`config.mk`:
```
export PLATFORM = sky130hd
export DESIGN_NAME = title_loader_flat
export DESIGN_NICKNAME = d
export VERILOG_FILES = /design/src/rtl/title_loader_if.sv /design/src/rtl/title_loader.sv /design/src/flat_wrapper.sv
export SDC_FILE = /design/constraint.sdc
export NUM_CORES = 1
export LEC_CHECK = 0
export ABC_AREA = 0
export ABC_CLOCK_PERIOD_IN_PS = 2700
export BUFFER_PORTS_ARGS = -buffer_cell sky130_fd_sc_hd__buf_2
export CORE_MARGIN = 3
export CORE_UTILIZATION = 52
export DETAILED_ROUTE_END_ITERATION = 12
export GPL_ROUTABILITY_DRIVEN = 0
export PLACE_DENSITY = 0.78
export SYNTH_ARGS = -nofsm -noshare
export SYNTH_HDL_FRONTEND = slang
export SYNTH_SLANG_ARGS = --single-unit
```
`constraint.sdc`:
```
create_clock -name clock -period 2.7 [get_ports clock]
set_clock_uncertainty 0.1 [all_clocks]
set_input_delay 0.81 -clock clock [delete_from_list [all_inputs] [get_ports clock]]
set_output_delay 0.81 -clock clock [all_outputs]
set_load 0.05 [all_outputs]
```
`src/rtl/title_loader_if.sv`:
```
// Byte-stream handshake and image-RAM write bus used by title_loader.
// Signals:
//   datain/datavalid : incoming byte and its valid flag (producer side)
//   ready            : one-cycle acknowledge that the byte was captured
//   address/dataout  : RAM write address and assembled 16-bit word
//   writeenable      : one-cycle RAM write strobe
//   finish           : image fully loaded, sticky until reset
// Modports: master = byte producer / RAM observer, slave = title_loader.
interface title_loader_if #(
  parameter int AW = 16
);
  logic [7:0]    datain;
  logic          datavalid;
  logic          ready;
  logic [AW-1:0] address;
  logic [15:0]   dataout;
  logic          writeenable;
  logic          finish;

  modport master (
    output datain, datavalid,
    input  ready, address, dataout, writeenable, finish
  );

  modport slave (
    input  datain, datavalid,
    output ready, address, dataout, writeenable, finish
  );
endinterface

```
`src/rtl/title_loader.sv`:
```
// title_loader: receives the title-screen image as a byte stream, packs
// byte pairs (low byte first) into 16-bit words and writes them to RAM
// addresses 0 .. WORDS-1, then raises finish until reset.
// Ports:
//   clock : system clock, rising edge
//   reset : asynchronous, active-low
//   bus   : title_loader_if.slave (byte handshake in, RAM write bus out)
module title_loader #(
  parameter int WORDS = 4096,
  parameter int AW    = 16
) (
  input  logic           clock,
  input  logic           reset,
  title_loader_if.slave  bus
);

  localparam logic [2:0] LOW_WAIT  = 3'd0;
  localparam logic [2:0] LOW_ACK   = 3'd1;
  localparam logic [2:0] HIGH_WAIT = 3'd2;
  localparam logic [2:0] HIGH_ACK  = 3'd3;
  localparam logic [2:0] WRITE     = 3'd4;
  localparam logic [2:0] NEXT      = 3'd5;
  localparam logic [2:0] DONE      = 3'd6;

  localparam logic [AW-1:0] LAST_ADDR = AW'(WORDS - 1);

  logic [2:0]    state;
  logic [7:0]    low_byte;
  logic          ready_q;
  logic          we_q;
  logic          finish_q;
  logic [AW-1:0] addr_q;
  logic [15:0]   data_q;

  // ready/writeenable are registered: they are set on the edge that enters
  // the ACK/WRITE state, so they are high exactly during that state.
  always_ff @(posedge clock or negedge reset) begin
    if (!reset) begin
      state    <= LOW_WAIT;
      low_byte <= '0;
      ready_q  <= 1'b0;
      we_q     <= 1'b0;
      finish_q <= 1'b0;
      addr_q   <= '0;
      data_q   <= '0;
    end else begin
      ready_q <= 1'b0;
      we_q    <= 1'b0;
      case (state)
        LOW_WAIT: begin
          if (bus.datavalid) begin
            low_byte <= bus.datain;
            ready_q  <= 1'b1;
            state    <= LOW_ACK;
          end
        end
        LOW_ACK: state <= HIGH_WAIT;
        HIGH_WAIT: begin
          if (bus.datavalid) begin
            data_q  <= {bus.datain, low_byte};
            ready_q <= 1'b1;
            state   <= HIGH_ACK;
          end
        end
        HIGH_ACK: begin
          we_q  <= 1'b1;
          state <= WRITE;
        end
        WRITE: state <= NEXT;
        NEXT: begin
          if (addr_q == LAST_ADDR) begin
            finish_q <= 1'b1;
            state    <= DONE;
          end else begin
            addr_q <= addr_q + AW'(1);
            state  <= LOW_WAIT;
          end
        end
        DONE: begin
          finish_q <= 1'b1;
          state    <= DONE;
        end
        default: state <= LOW_WAIT;
      endcase
    end
  end

  assign bus.ready       = ready_q;
  assign bus.writeenable = we_q;
  assign bus.finish      = finish_q;
  assign bus.address     = addr_q;
  assign bus.dataout     = data_q;

endmodule

```
`src/flat_wrapper.sv`:
```
// flat-port wrapper written by rule: the top's interface ports become plain ports
module title_loader_flat 
#(
  parameter int WORDS = 4096,
  parameter int AW    = 16
)
  (clock, reset, bus_datain, bus_datavalid, bus_ready, bus_address, bus_dataout, bus_writeenable, bus_finish);
  title_loader_if #(.AW(AW)) bus_i ();
  input  logic clock;
  input  logic reset;
  input wire logic [$bits(bus_i.datain)-1:0] bus_datain;
  input wire logic [$bits(bus_i.datavalid)-1:0] bus_datavalid;
  output wire logic [$bits(bus_i.ready)-1:0] bus_ready;
  output wire logic [$bits(bus_i.address)-1:0] bus_address;
  output wire logic [$bits(bus_i.dataout)-1:0] bus_dataout;
  output wire logic [$bits(bus_i.writeenable)-1:0] bus_writeenable;
  output wire logic [$bits(bus_i.finish)-1:0] bus_finish;
  assign bus_i.datain = bus_datain;
  assign bus_i.datavalid = bus_datavalid;
  assign bus_ready = bus_i.ready;
  assign bus_address = bus_i.address;
  assign bus_dataout = bus_i.dataout;
  assign bus_writeenable = bus_i.writeenable;
  assign bus_finish = bus_i.finish;
  title_loader #(.WORDS(WORDS), .AW(AW)) u_core (.clock(clock), .reset(reset), .bus(bus_i));
endmodule
```
==> flow_summary_export.csv <==
group,metric,value,unit
cells_and_area,n_antenna_cell,0,
floorplan,die_w,66.8,um
grt,grt_pass1_wl,6150,um
grt,gr-total-overflow,0,
sta,rsz0062_at_grt,"no",
sta,tightest_slew,0.572,ns
synth,synth_nets,155,
worst_setup_path,r2r-start,"u_core.bus.address[13]$_DFFE_PN0P_",
cts,clock-sinks,46,
floorplan,core.rowCount,21,
cts,clk_latency,0.29,ns
floorplan,die_area,0.00446,sq mm
sta,tns,0,ns
worst_setup_path,start_kind,"flip-flop",
synth,yosysWarnings,0,
drt,drc,0,
sta,holdWs,0.344,ns
sta,period_share,0.803,
cts,numCtsBuffers,5,
cells_and_area,nets,207,
sta,slew_headroom,0.615,
sta,fmax,461,MHz
synth,yosysSeqAreaShare,0.599,
synth,synthDistinctLibCells,33,
floorplan,die_h,66.8,um
job,drv_cap,0,
synth,postSynthCellCount,143,
cts,cts_setup_buffers,0,
pwr,power_density,1170,mW/mm^2
cts,h-tree-depth,2,
sta,hold_viol,0,
grt,antenna_found_initial,0,
cells_and_area,syn_to_final_growth,20.2,%
drt,vias_per_cell,5.43,
cts,cts_root_buffer,"clkbuf_8",
drt,drt-total-wl,3730,um
worst_setup_path,path_max_fanout,6,
cts,clkSlewWorstSetupHoldPaths,0.08,ns
sta,setup_violations,0,
worst_setup_path,required,2.78,ns
worst_setup_path,rrSetupSlack,0.53,ns
synth,synth_ff_type,"dfrtp_1",
floorplan,start_util,0.558,
pwr,peakVddDrop,0.617,mV
cts,clock_path_buffers,2,
drt,drt_iter0_drc,84,
drt,drtAntennaViolNets,0,
grt,grt_pass1_vias,1341,
sta,fin_crit,2.17,ns
grt,grtUsageTotal,0.186,
synth,synthArstFlopShare,1.00,
worst_hold_path,hold_class,"in2async",
worst_setup_path,setup.worst_path.end_class,"flip-flop",
cts,cts_hold_buf,0,
floorplan,ioPinCount,46,
floorplan,coreArea,0.00344,sq mm
cts,ctsResizeCount,0,
grt,grt_max_degree,21,
worst_setup_path,reg2reg_depth,4,
worst_setup_path,timing.rr.end,"u_core.bus.address[1]$_DFFE_PN0P_",
drt,vias,1314,
placement,port_buffers,45,
synth,synth.avg_cell_area,13.4,sq um
synth,netlist_area,0.00192,sq mm
drt,wl_per_cell,15.4,um
cells_and_area,nFillCells,293,
synth,synth_edf_count,0,
worst_setup_path,path_class,"reg2reg",
synth,yosys.area.top_type,"dfrtp_1",
sta,finalMaxSlewViolations,0,
synth,synth_top_area_frac,0.599,
cts,cts_tree,"yes",
drt,drt-pass1-iter-count,4,
cells_and_area,drive_above_1_share,0.439,
worst_setup_path,arrival,2.25,ns
synth,synth-seq-cells,46,
placement,dp_hpwl,2780,um
synth,synthTopCellsByArea,"dfrtp_1, mux2_2, xor2_1",
run_status,outcome,"finished, final reports clean",
pwr,leakage,1.15,nW
[Yosys cell counts, types with 3 or more instances]
library cell	n
nor3_1	3
nand2_1	5
and3_1	4
nand4_1	5
xor2_1	9
nand3_1	5
nor4_1	3
dfrtp_1	46
clkbuf_1	3
nor2_1	5
mux2_2	24
xnor2_1	6
[layout make-up]
type                    instances  area (sq um)  area share
flip-flops and latches         46          1150       0.499
multi-input cells              92           749       0.325
repair buffers                 49           255       0.111
clock buffers                   7          86.3      0.0374
well taps                      46          57.6      0.0249
clock inverters                 1          5.00     0.00217
inverters                       1          3.75     0.00163
[critical path, cell delays in order (launching register included)]
cell     delay [ns]
dfrtp_1        0.44
or4_4          0.56
nor4_2         0.52
nor2_2         0.12
mux2_4         0.32
[where the power goes]
| group | internal (W) | switching, W |
|---|---|---|
| clock network | 0.000207 | 0.000219 |
| logic | 0.000375 | 0.000810 |
| registers | 0.000934 | 0.000168 |
[logic make-up after synthesis]
kind of cell | share of synthesized area
DFF | 0.599
and+or+nand+nor | 0.143
muxes | 0.149
xor gates and xnor gates | 0.0684
AOI/OAI and AO/OA | 0.0235
buffers and inverters | 0.0104
adders and majority gates | 0.00651
[worst max-delay path by stage]
stage,start,to,slack (ns),cells after the start
6_report,u_core.bus.address[13]$_DFFE_PN0P_,u_core.bus.address[1]$_DFFE_PN0P_,0.53,4
4_1_cts,u_core.bus.address[12]$_DFFE_PN0P_,u_core.bus.address[1]$_DFFE_PN0P_,0.53,4
5_1_grt,u_core.bus.address[0]$_DFFE_PN0P_,u_core.bus.address[1]$_DFFE_PN0P_,0.41,5
3_5_place_dp,u_core.bus.address[12]$_DFFE_PN0P_,u_core.bus.address[1]$_DFFE_PN0P_,0.55,4
3_3_place_gp,u_core.bus.address[12]$_DFFE_PN0P_,u_core.bus.address[1]$_DFFE_PN0P_,0.60,4
2_1_floorplan,u_core.bus.address[0]$_DFFE_PN0P_,u_core.bus.address[2]$_DFFE_PN0P_,0.42,5
[per-stage QoR]
stage	power [W]	util	cell area (sq um)	std cells	worst slack, ns
2_1_floorplan	0.00202	-	1920	143	0.417
3_3_place_gp	0.00226	0.644	2220	234	0.599
3_5_place_dp	0.00232	0.644	2220	234	0.546
4_1_cts	0.00274	0.671	2310	242	0.529
5_1_grt	0.00286	0.671	2310	242	0.413
6_report	0.00271	0.671	2310	242	0.532
[flip-flops by register name, indices dropped and copies added (netlist names)]
signal,flops
u_core.bus.address,16
u_core.bus.writeenable,1
u_core.state,3
u_core.low_byte,8
u_core.bus.dataout,16
u_core.bus.finish,1
u_core.bus.ready,1
[routing by layer]
| metal | GRT usage | vias to the layer above | wire length [um] | part of all wire |
|---|---|---|---|---|
| li1 | - | 620 | - | - |
| met1 | 0.218 | 654 | 1550 | 0.42 |
| met2 | 0.319 | 35 | 1920 | 0.51 |
| met3 | 0.0573 | 5 | 216 | 0.058 |
| met4 | 0.0660 | 0 | 39 | 0.010 |
| met5 | 0 | - | 0 | 0 |
[placed cells by master (no fill, tap or decap), drive strengths merged, types with 2 or more instances in the layout]
master	count
nand3	5
xor2	9
o21ai	2
dfrtp	46
nor3	4
buf	49
or4	2
xnor2	6
nand2b	2
mux2	25
clkbuf	7
nand4b	2
nor2	6
nand4	5
and3	4
nor4	4
nand2	5
No activity file was read; power rests on OpenSTA's default activity.
